[src/rtl/cpu_exec_unit_if.sv]
// Operand/control bundle between the decoder/register file and the execute stage.
// The master drives the instruction fields; the slave returns controls and results.
interface cpu_exec_unit_if;
   logic [3:0] opcode;
   logic [2:0] func;
   logic       ready;
   logic [7:0] ra;
   logic [7:0] rb;
   logic [7:0] imm;

   logic       reg_dst;
   logic       reg_write;
   logic       apb_op;
   logic       apb_write;
   logic       continue_flag;
   logic       nia;
   logic       br;
   logic [7:0] aluout;
   logic [7:0] wb_data;

   modport master (
      output opcode, func, ready, ra, rb, imm,
      input  reg_dst, reg_write, apb_op, apb_write, continue_flag, nia, br, aluout, wb_data
   );

   modport slave (
      input  opcode, func, ready, ra, rb, imm,
      output reg_dst, reg_write, apb_op, apb_write, continue_flag, nia, br, aluout, wb_data
   );
endinterface

[src/rtl/cpu_exec_unit.sv]
// Execute/memory stage of bit_cpu: opcode decode, 8-bit ALU, 256x8 data memory,
// write-back select and branch/jump/APB-stall indications for the PC logic.
module cpu_exec_unit (
   input logic             clk,
   input logic             rst_n,
   cpu_exec_unit_if.slave  bus
);

   localparam logic [3:0] OpRtype = 4'h0;
   localparam logic [3:0] OpAddi  = 4'h1;
   localparam logic [3:0] OpAndi  = 4'h2;
   localparam logic [3:0] OpOri   = 4'h3;
   localparam logic [3:0] OpLoad  = 4'h4;
   localparam logic [3:0] OpStore = 4'h5;
   localparam logic [3:0] OpBeq   = 4'h6;
   localparam logic [3:0] OpBne   = 4'h7;
   localparam logic [3:0] OpJump  = 4'h8;
   localparam logic [3:0] OpApbWr = 4'h9;
   localparam logic [3:0] OpApbRd = 4'hA;

   localparam logic [2:0] AluAdd = 3'b000;
   localparam logic [2:0] AluSub = 3'b001;
   localparam logic [2:0] AluAnd = 3'b010;
   localparam logic [2:0] AluOr  = 3'b011;
   localparam logic [2:0] AluXor = 3'b100;
   localparam logic [2:0] AluSll = 3'b101;
   localparam logic [2:0] AluSrl = 3'b110;
   localparam logic [2:0] AluSne = 3'b111;

   logic [2:0] alufn;
   logic       alusrc;
   logic       mem_read;
   logic       mem_write;
   logic       mem_to_reg;
   logic       branch_eq;
   logic       branch_ne;
   logic       reg_dst;
   logic       reg_write;
   logic       apb_op;
   logic       apb_write;
   logic       nia;
   logic       continue_flag;

   logic [7:0] operand;
   logic [7:0] alu_res;
   logic [7:0] aluout;
   logic [7:0] mem_rdata;
   logic [7:0] mem_q [256];

   always_comb begin
      alufn         = AluAdd;
      alusrc        = 1'b0;
      mem_read      = 1'b0;
      mem_write     = 1'b0;
      mem_to_reg    = 1'b0;
      branch_eq     = 1'b0;
      branch_ne     = 1'b0;
      reg_dst       = 1'b0;
      reg_write     = 1'b0;
      apb_op        = 1'b0;
      apb_write     = 1'b0;
      nia           = 1'b1;
      continue_flag = 1'b1;
      case (bus.opcode)
         OpRtype: begin
            alufn      = bus.func;
            reg_dst    = 1'b1;
            reg_write  = 1'b1;
            mem_to_reg = 1'b1;
         end
         OpAddi, OpAndi, OpOri: begin
            alufn      = (bus.opcode == OpAddi) ? AluAdd :
                         (bus.opcode == OpAndi) ? AluAnd : AluOr;
            alusrc     = 1'b1;
            reg_write  = 1'b1;
            mem_to_reg = 1'b1;
         end
         OpLoad: begin
            alusrc    = 1'b1;
            mem_read  = 1'b1;
            reg_write = 1'b1;
         end
         OpStore: begin
            alusrc    = 1'b1;
            mem_write = 1'b1;
         end
         OpBeq: begin
            alufn     = AluSub;
            branch_eq = 1'b1;
         end
         OpBne: begin
            alufn     = AluSne;
            branch_ne = 1'b1;
         end
         OpJump: nia = 1'b0;
         OpApbWr: begin
            apb_op        = 1'b1;
            apb_write     = 1'b1;
            continue_flag = bus.ready;
         end
         OpApbRd: begin
            apb_op        = 1'b1;
            reg_write     = bus.ready;
            continue_flag = bus.ready;
         end
         default: ;
      endcase
   end

   assign operand = alusrc ? bus.imm : bus.rb;

   always_comb begin
      alu_res = 8'h00;
      case (alufn)
         AluAdd: alu_res = bus.ra + operand;
         AluSub: alu_res = bus.ra - operand;
         AluAnd: alu_res = bus.ra & operand;
         AluOr:  alu_res = bus.ra | operand;
         AluXor: alu_res = bus.ra ^ operand;
         AluSll: alu_res = bus.ra << operand[2:0];
         AluSrl: alu_res = bus.ra >> operand[2:0];
         AluSne: alu_res = {7'b0, bus.ra != operand};
         default: alu_res = 8'h00;
      endcase
   end

   // APB transfers use no address from the ALU, so the bus shows a clean zero.
   assign aluout = apb_op ? 8'h00 : alu_res;

   // Reset wipes the whole array at once; loads issued during reset therefore see 0.
   always_ff @(posedge clk or negedge rst_n) begin
      if (!rst_n) begin
         for (int i = 0; i < 256; i++) begin
            mem_q[i] <= 8'h00;
         end
      end else if (mem_write) begin
         mem_q[aluout] <= bus.rb;
      end
   end

   assign mem_rdata = mem_read ? mem_q[aluout] : 8'h00;

   assign bus.reg_dst       = reg_dst;
   assign bus.reg_write     = reg_write;
   assign bus.apb_op        = apb_op;
   assign bus.apb_write     = apb_write;
   assign bus.continue_flag = continue_flag;
   assign bus.nia           = nia;
   assign bus.br            = (branch_eq && (alu_res == 8'h00)) ||
                              (branch_ne && (alu_res == 8'h01));
   assign bus.aluout        = aluout;
   assign bus.wb_data       = mem_to_reg ? aluout : mem_rdata;

endmodule

[src/flat_wrapper.sv]
// flat-port wrapper written by rule: the top's interface ports become plain ports
module cpu_exec_unit_flat 
  (clk, rst_n, bus_opcode, bus_func, bus_ready, bus_ra, bus_rb, bus_imm, bus_reg_dst, bus_reg_write, bus_apb_op, bus_apb_write, bus_continue_flag, bus_nia, bus_br, bus_aluout, bus_wb_data);
  cpu_exec_unit_if bus_i ();
  input logic clk;
  input logic rst_n;
  input wire logic [$bits(bus_i.opcode)-1:0] bus_opcode;
  input wire logic [$bits(bus_i.func)-1:0] bus_func;
  input wire logic [$bits(bus_i.ready)-1:0] bus_ready;
  input wire logic [$bits(bus_i.ra)-1:0] bus_ra;
  input wire logic [$bits(bus_i.rb)-1:0] bus_rb;
  input wire logic [$bits(bus_i.imm)-1:0] bus_imm;
  output wire logic [$bits(bus_i.reg_dst)-1:0] bus_reg_dst;
  output wire logic [$bits(bus_i.reg_write)-1:0] bus_reg_write;
  output wire logic [$bits(bus_i.apb_op)-1:0] bus_apb_op;
  output wire logic [$bits(bus_i.apb_write)-1:0] bus_apb_write;
  output wire logic [$bits(bus_i.continue_flag)-1:0] bus_continue_flag;
  output wire logic [$bits(bus_i.nia)-1:0] bus_nia;
  output wire logic [$bits(bus_i.br)-1:0] bus_br;
  output wire logic [$bits(bus_i.aluout)-1:0] bus_aluout;
  output wire logic [$bits(bus_i.wb_data)-1:0] bus_wb_data;
  assign bus_i.opcode = bus_opcode;
  assign bus_i.func = bus_func;
  assign bus_i.ready = bus_ready;
  assign bus_i.ra = bus_ra;
  assign bus_i.rb = bus_rb;
  assign bus_i.imm = bus_imm;
  assign bus_reg_dst = bus_i.reg_dst;
  assign bus_reg_write = bus_i.reg_write;
  assign bus_apb_op = bus_i.apb_op;
  assign bus_apb_write = bus_i.apb_write;
  assign bus_continue_flag = bus_i.continue_flag;
  assign bus_nia = bus_i.nia;
  assign bus_br = bus_i.br;
  assign bus_aluout = bus_i.aluout;
  assign bus_wb_data = bus_i.wb_data;
  cpu_exec_unit u_core (.clk(clk), .rst_n(rst_n), .bus(bus_i));
endmodule
[config.mk]
export PLATFORM = sky130hd
export DESIGN_NAME = cpu_exec_unit_flat
export DESIGN_NICKNAME = d
export VERILOG_FILES = /design/src/rtl/cpu_exec_unit_if.sv /design/src/rtl/cpu_exec_unit.sv /design/src/flat_wrapper.sv
export SDC_FILE = /design/constraint.sdc
export NUM_CORES = 2
export LEC_CHECK = 0
export BUFFER_PORTS_ARGS = -buffer_cell sky130_fd_sc_hd__buf_2
export CORE_ASPECT_RATIO = 1.4
export CORE_MARGIN = 2
export CORE_UTILIZATION = 45
export CTS_CLUSTER_DIAMETER = 60
export DETAILED_ROUTE_END_ITERATION = 12
export PLACE_DENSITY = 0.68
export SETUP_SLACK_MARGIN = 0.2
export SYNTH_ARGS = -nofsm -noshare
export SYNTH_HDL_FRONTEND = slang
export SYNTH_SLANG_ARGS = --single-unit
[constraint.sdc]
create_clock -name clk -period 27 [get_ports clk]
set_input_delay 8.1 -clock clk [delete_from_list [all_inputs] [get_ports clk]]
set_output_delay 8.1 -clock clk [all_outputs]
set_load 0.005 [all_outputs]
; After elaboration in Yosys (flattened, before gate mapping)
; Cells that the tools add are included.
[word_totals]
word_cells = 323
inputBits = 34
ram_bits = 0
mem_count = 0
latchBits = 0
rom_bits = 0
reg_bits = 2048
[op_classes]
n_addsub = 2
div = 0
bitwise_logic = 4
reduce_logical = 12
muxes = 26
order_cmp = 2
mul = 0
n_eq_ne = 19
n_shift = 2
[ops]
columns = operator, count
row1 = $bwmux W2048, 1
row2 = $bmux W8 S8, 1
row3 = $demux W8 S8, 1
row4 = $pmux W8 S8, 1
row5 = $mux W8, 7
row6 = $eq A4 B3 Y1 const B, 4
row7 = $eq A3 B3 Y1 const B, 4
row8 = $eq A4 B4 Y1 const B, 3
row9 = $mux W1, 12
row10 = $pmux W3 S4, 1
row11 = $reduce_or A5 Y1, 2
row12 = $ge A9 B9 Y1 const B, 1
row13 = $lt A9 B1 Y1 const B, 1
row14 = $not A8 Y9, 1
row15 = $add A8 B8 Y8, 1
row16 = $and A8 B8 Y8, 1
row17 = $eq A4 B2 Y1 const B, 2
row18 = $eq A8 B1 Y1 const B, 1
row19 = $logic_not A8 Y1, 1
row20 = $ne A8 B8 Y1, 1
row21 = $or A8 B8 Y8, 1
row22 = $shl A8 B3 Y8, 1
row23 = $shr A8 B3 Y8, 1
row24 = $sub A8 B8 Y8, 1
row25 = 13 further kinds, 16

; Logic depth before layout (Yosys ltp)
[depth]
depth_word = 13
mapped_depth = 24

; Worst setup path before layout
; OpenSTA, ideal clock, no wires.
[synth_timing]
path_type = input-to-output
start = in bus_opcode[0]
end = out bus_wb_data[6]
cell_stages = 23
slack_ps = 6130
arrival_ps = 12770
cell_sequence = buf_2 > buf_2 > nor3_1 > nor3_1 > mux2_2 > inv_1 > ha_1 > clkbuf_1 > nor4_1 > and4_1 > a2111oi_0 > a311o_1 > o31ai_1 > a221o_1 > buf_4 > buf_4 > buf_2 > nor2_1 > a311oi_1 > o2111ai_1 > a2111oi_0 > o22ai_1 > o32ai_1
[synth_via]
elab_chain_cells = 13
word_cells_on_any_way = 46
[synth_rtl]
columns = element, line
row1 = from (decl), flat_wrapper.sv:7  ; input wire logic [$bits(bus_i.opcode)-1:0] bus_opcode;
row2 = $eq A4 B3 Y1 (tied with other cells), cpu_exec_unit.sv:64  ; case (bus.opcode)
row3 = $reduce_or A5 Y1 (no line) or $mux W1 (tied branches), --
row4 = $mux W1 or $mux W3 (tied branches), "cpu_exec_unit.sv:64, cpu_exec_unit.sv:72"
row5 = $mux W8 or $pmux W3 S4 (tied branches), "cpu_exec_unit.sv:110, cpu_exec_unit.sv:64"
row6 = $sub A8 B8 Y8 (tied with other cells), cpu_exec_unit.sv:116  ; AluSub: alu_res = bus.ra - operand;
row7 = $pmux W8 S8, cpu_exec_unit.sv:114  ; case (alufn)
row8 = $mux W8, cpu_exec_unit.sv:128  ; assign aluout = apb_op ? 8'h00 : alu_res;
row9 = $not A8 Y9 (implied by the code), cpu_exec_unit.sv:141  ; assign mem_rdata = mem_read ? mem_q[aluout] : 8'h00;
row10 = $bmux W8 S8, cpu_exec_unit.sv:141
row11 = $mux W8 (implied by the code) (2 in series), cpu_exec_unit.sv:141
row12 = $mux W8, cpu_exec_unit.sv:141
row13 = $mux W8 *, cpu_exec_unit.sv:152  ; assign bus.wb_data = mem_to_reg ? aluout : mem_rdata;
row14 = to (decl), flat_wrapper.sv:21  ; output wire logic [$bits(bus_i.wb_data)-1:0] bus_wb_data;
; Every way passes the cells marked *; elsewhere a longest branch is shown, timed or not. The select of a mux whose other input is x is not followed.

; Worst setup path after layout
[layout_timing]
start = in bus_rb[2]
end = out bus_wb_data[6]
[layout_via]
elab_chain_cells = 10
word_cells_on_any_way = 17
[layout_rtl]
columns = element, line
row1 = from (decl), flat_wrapper.sv:11  ; input wire logic [$bits(bus_i.rb)-1:0] bus_rb;
row2 = $mux W8 *, cpu_exec_unit.sv:110  ; assign operand = alusrc ? bus.imm : bus.rb;
row3 = $sub A8 B8 Y8 (tied with other cells), cpu_exec_unit.sv:116
row4 = $pmux W8 S8 *, cpu_exec_unit.sv:114
row5 = $mux W8 *, cpu_exec_unit.sv:128
row6 = $not A8 Y9 (implied by the code), cpu_exec_unit.sv:141
row7 = $bmux W8 S8, cpu_exec_unit.sv:141
row8 = $mux W8 (implied by the code) (2 in series), cpu_exec_unit.sv:141
row9 = $mux W8, cpu_exec_unit.sv:141
row10 = $mux W8 *, cpu_exec_unit.sv:152
; Marked as above.

==> metrics.yaml <==
crit_path_top_delay_cell: "nor4_1"
grt_start_max_net_pins: 189
timing.slew.headroom: 0.191
crit_type: "in2out"
fmax_mhz: 41.2
async_flop_share: 1.00
drv_slew: 0
worstSetupStartpointType: "input pin"
io_pins: 57
crit_fanout: 98
overflow: 0
hold_violations: 0
core_area_um2: 216000
grt_first_pass_wirelength_um: 455000
via_per_inst: 6.27
clock_skew_ns: 0
setup_viol: 0
grtUsageMet1: 0.343
grt_pass1_vias: 70002
crit_end: "bus_wb_data[6]"
path_depth: 22
tightest_slew_ns: 1.21
grt_usage: 0.268
synth_ff_type: "dfrtp_1"
path_clk_slew_ns: 0.07
drtPass1Iterations: 8
drive_gt1_frac: 0.323
reg2reg_slack_ns: 26.18
busiest_layer: "met2"
cpLargestDelayFamily: "compound AO/OA/AOI/OAI gates"
slowest_delay_ns: 0.93
setup_slack_ns: 2.75
drtAntennaViolNets: 0
syn_inst: 8134
clockRootBuffer: "clkbuf_16"
ys_seq_area_frac: 0.526
drc: 0
fin_nets: 7928
fin_setup_tns_ns: 0
regMostFlops: "u_core.mem_q"
synth_edf_count: 0
startpoint: "bus_rb[2]"
cp.buffers_inverters: 6
drt_wl_total_um: 300000
post_synth.cell_area_avg_um2: 12.0
syn-num-nets: 8192
dp_hpwl_um: 186000
nFillCells: 18711
regArea_um2: 51200
num_rows: 202
area_growth_pct: 9.16
cp-end-kind: "output port"
synth_area_um2: 97400
ys_ff_latch: 2048
required_ns: 18.90
route.vias.total: 68207
hp-class: "reg2reg"
cts_resized: 0
drv_cap: 0
cp.arrival_ns: 16.15
reg2regPathDepth: 1
cts_buffers: 191
start_util: 0.451
ir_worst_vdd_v: 0.0000457
run_status: "complete, no violations"
tritoncts: "done"
yosys_warnings: 0
multi_input_area_um2: 43300
rr_endpoint: "u_core.mem_q[442]"
antenna_found_initial: 9
grt_util_met3: 0.0394
ctsHoldBuffers: 0
dieArea_um2: 220000
post_cts_buffers: 0
die_x_um: 397
clk_latency_ns: 0.83
dp_slack_ns: 3.03
min_period_ns: 24.25
largest_reg_flops: 2048
p_leak_nw: 54.2
place_congestion: 0.898
powerDensity_nw_per_um2: 68.5
clkSinkCount: 2048
portBuffers: 56
clockBufferDepth: 4
largest_registers: "u_core.mem_q x2048"
min_period_over_period: 0.898
use_met2: 0.438
h-tree-depth: 4
reg2reg_from: "u_core.mem_q[442]"
rsz0062_at_grt: "false"
wl_per_cell_um: 27.6
drt_iter0_drc: 6132
ys_types: 93
crit_chain: "buf_8 > nor2b_1 > o21ai_1 > o211a_1 > inv_1 > ha_1 > nor4_1 > and4_1 > a2111oi_0 > a311o_1 > o31ai_1 > a221o_4 > buf_12 > buf_12 > nor2_1 > o31ai_1 > a41oi_1 > nor4_1 > buf_4 > o21ai_1 > o32ai_1 > buf_2"
die_y_um: 555
cells in the final DEF, fill, tap and decap left out, types with 10 or more instances in the layout:
master	instances
clkbuf_8	48
nor4_1	17
nand2_1	167
o2111ai_1	17
nor2_4	30
buf_2	47
mux2_2	1876
ha_1	22
bufinv_16	12
nand3_1	36
inv_1	32
o22ai_1	55
o41ai_1	10
clkinv_2	34
a41oi_1	105
nor2_2	109
and3_1	443
nor2_1	1018
a311oi_1	12
mux2i_1	10
o21ai_0	78
a211oi_1	455
nand2_2	25
nor3_1	15
o31ai_1	445
clkbuf_1	41
buf_4	133
o21ai_1	13
a21oi_1	31
o211ai_1	10
mux2_1	226
buf_12	25
clkbuf_16	194
dfrtp_1	2048
area by class of cell:
type / count / share of cell area
clock inverter: 51 / 0.00543
antenna: 4 / 0.0000941
timing repair buffer: 213 / 0.0174
multi-input combinational: 5379 / 0.407
sequential: 2048 / 0.482
clock buffer: 283 / 0.0533
tap: 2856 / 0.0336
inverter: 37 / 0.00131
power by group:
part	leakage, nW	internal [mW]	total (mW)	switching (mW)
Clock	3.10	1.56	2.75	1.18
Sequential	28.6	3.14	3.17	0.0341
Combinational	22.5	0.354	1.38	1.02
Total	54.2	5.05	7.29	2.24
per-stage QoR:
step / power [mW] / instances / cell area [um^2] / hold slack (ns) / util
3_3_place_gp: 4.57 / 10533 / 100000 / 0.459 / 0.464
3_5_place_dp: 4.58 / 10533 / 100000 / 0.469 / 0.464
5_1_grt: 7.52 / 10868 / 106000 / 0.498 / 0.493
6_report: 7.29 / 10871 / 106000 / 0.485 / 0.493
4_1_cts: 7.30 / 10867 / 106000 / 0.483 / 0.493
2_1_floorplan: 3.98 / 8134 / 97400 / 0.449 / -
cells in the mapped netlist (all sizes together) (3+ instances only):
| master | count | area share |
|---|---|---|
| a21oi | 34 | 0.0019 |
| dfrtp | 2048 | 0.53 |
| buf | 261 | 0.014 |
| inv | 36 | 0.0014 |
| xnor2 | 9 | 0.00081 |
| nor3 | 19 | 0.0011 |
| o221ai | 4 | 0.00036 |
| mux2 | 2102 | 0.24 |
| and2 | 8 | 0.00051 |
| a211oi | 455 | 0.035 |
| or3 | 5 | 0.00032 |
| o211a | 4 | 0.00041 |
| o21bai | 3 | 0.00023 |
| clkbuf | 409 | 0.016 |
| nand4 | 6 | 0.00039 |
| a2111oi | 7 | 0.00071 |
| o41ai | 10 | 0.00090 |
| mux2i | 10 | 0.0010 |
| o22ai | 55 | 0.0035 |
| o21ai | 92 | 0.0048 |
| nor2 | 1157 | 0.049 |
| a211o | 4 | 0.00036 |
| a311oi | 13 | 0.0013 |
| a41o | 7 | 0.00072 |
| ha | 22 | 0.0028 |
| nor4 | 17 | 0.0011 |
| nand2b | 6 | 0.00039 |
| a22oi | 3 | 0.00023 |
| o31a | 4 | 0.00036 |
| o31ai | 446 | 0.034 |
| nand2 | 193 | 0.0080 |
| and3 | 443 | 0.028 |
| a31oi | 11 | 0.00083 |
| nor2b | 10 | 0.00064 |
| a41oi | 106 | 0.0096 |
| o211ai | 11 | 0.00090 |
| or2 | 4 | 0.00026 |
| o2111ai | 19 | 0.0018 |
| nand3 | 39 | 0.0023 |
| nor4b | 4 | 0.00036 |
kinds of logic (layout without fill, tap and decap cells):
kind of cell    Yosys count  after routing  share of synthesized area
mux                    2112           2112                      0.244
flops                  2048           2048                      0.526
simple gates           1921           1921                     0.0941
compound gates         1312           1312                      0.101
buf+inv                 707            584                     0.0310
fa+ha+maj                24             24                    0.00324
xor+xnor                 10             10                   0.000899
other cells               0              4                          0
layer usage:
metal,routed length [um],vias to the layer above,part of all wire
met5,46,-,0.00015
met4,18000,6,0.060
met3,19000,764,0.063
met2,143000,2513,0.48
met1,119000,35876,0.40
li1,-,29048,-
worst min path at each step:
stage / start / end / slack (ns) / depth (start not counted)
after CTS: u_core.mem_q[1228] / u_core.mem_q[1228] / 0.48 / 1
final: u_core.mem_q[1228] / u_core.mem_q[1228] / 0.48 / 1
after floorplan: u_core.mem_q[1228] / u_core.mem_q[1228] / 0.45 / 1
after global routing: u_core.mem_q[745] / u_core.mem_q[745] / 0.50 / 1
after detailed placement: u_core.mem_q[1228] / u_core.mem_q[1228] / 0.47 / 1
after global placement: u_core.mem_q[1228] / u_core.mem_q[1228] / 0.46 / 1
Power figures use the tool's default switching activity.
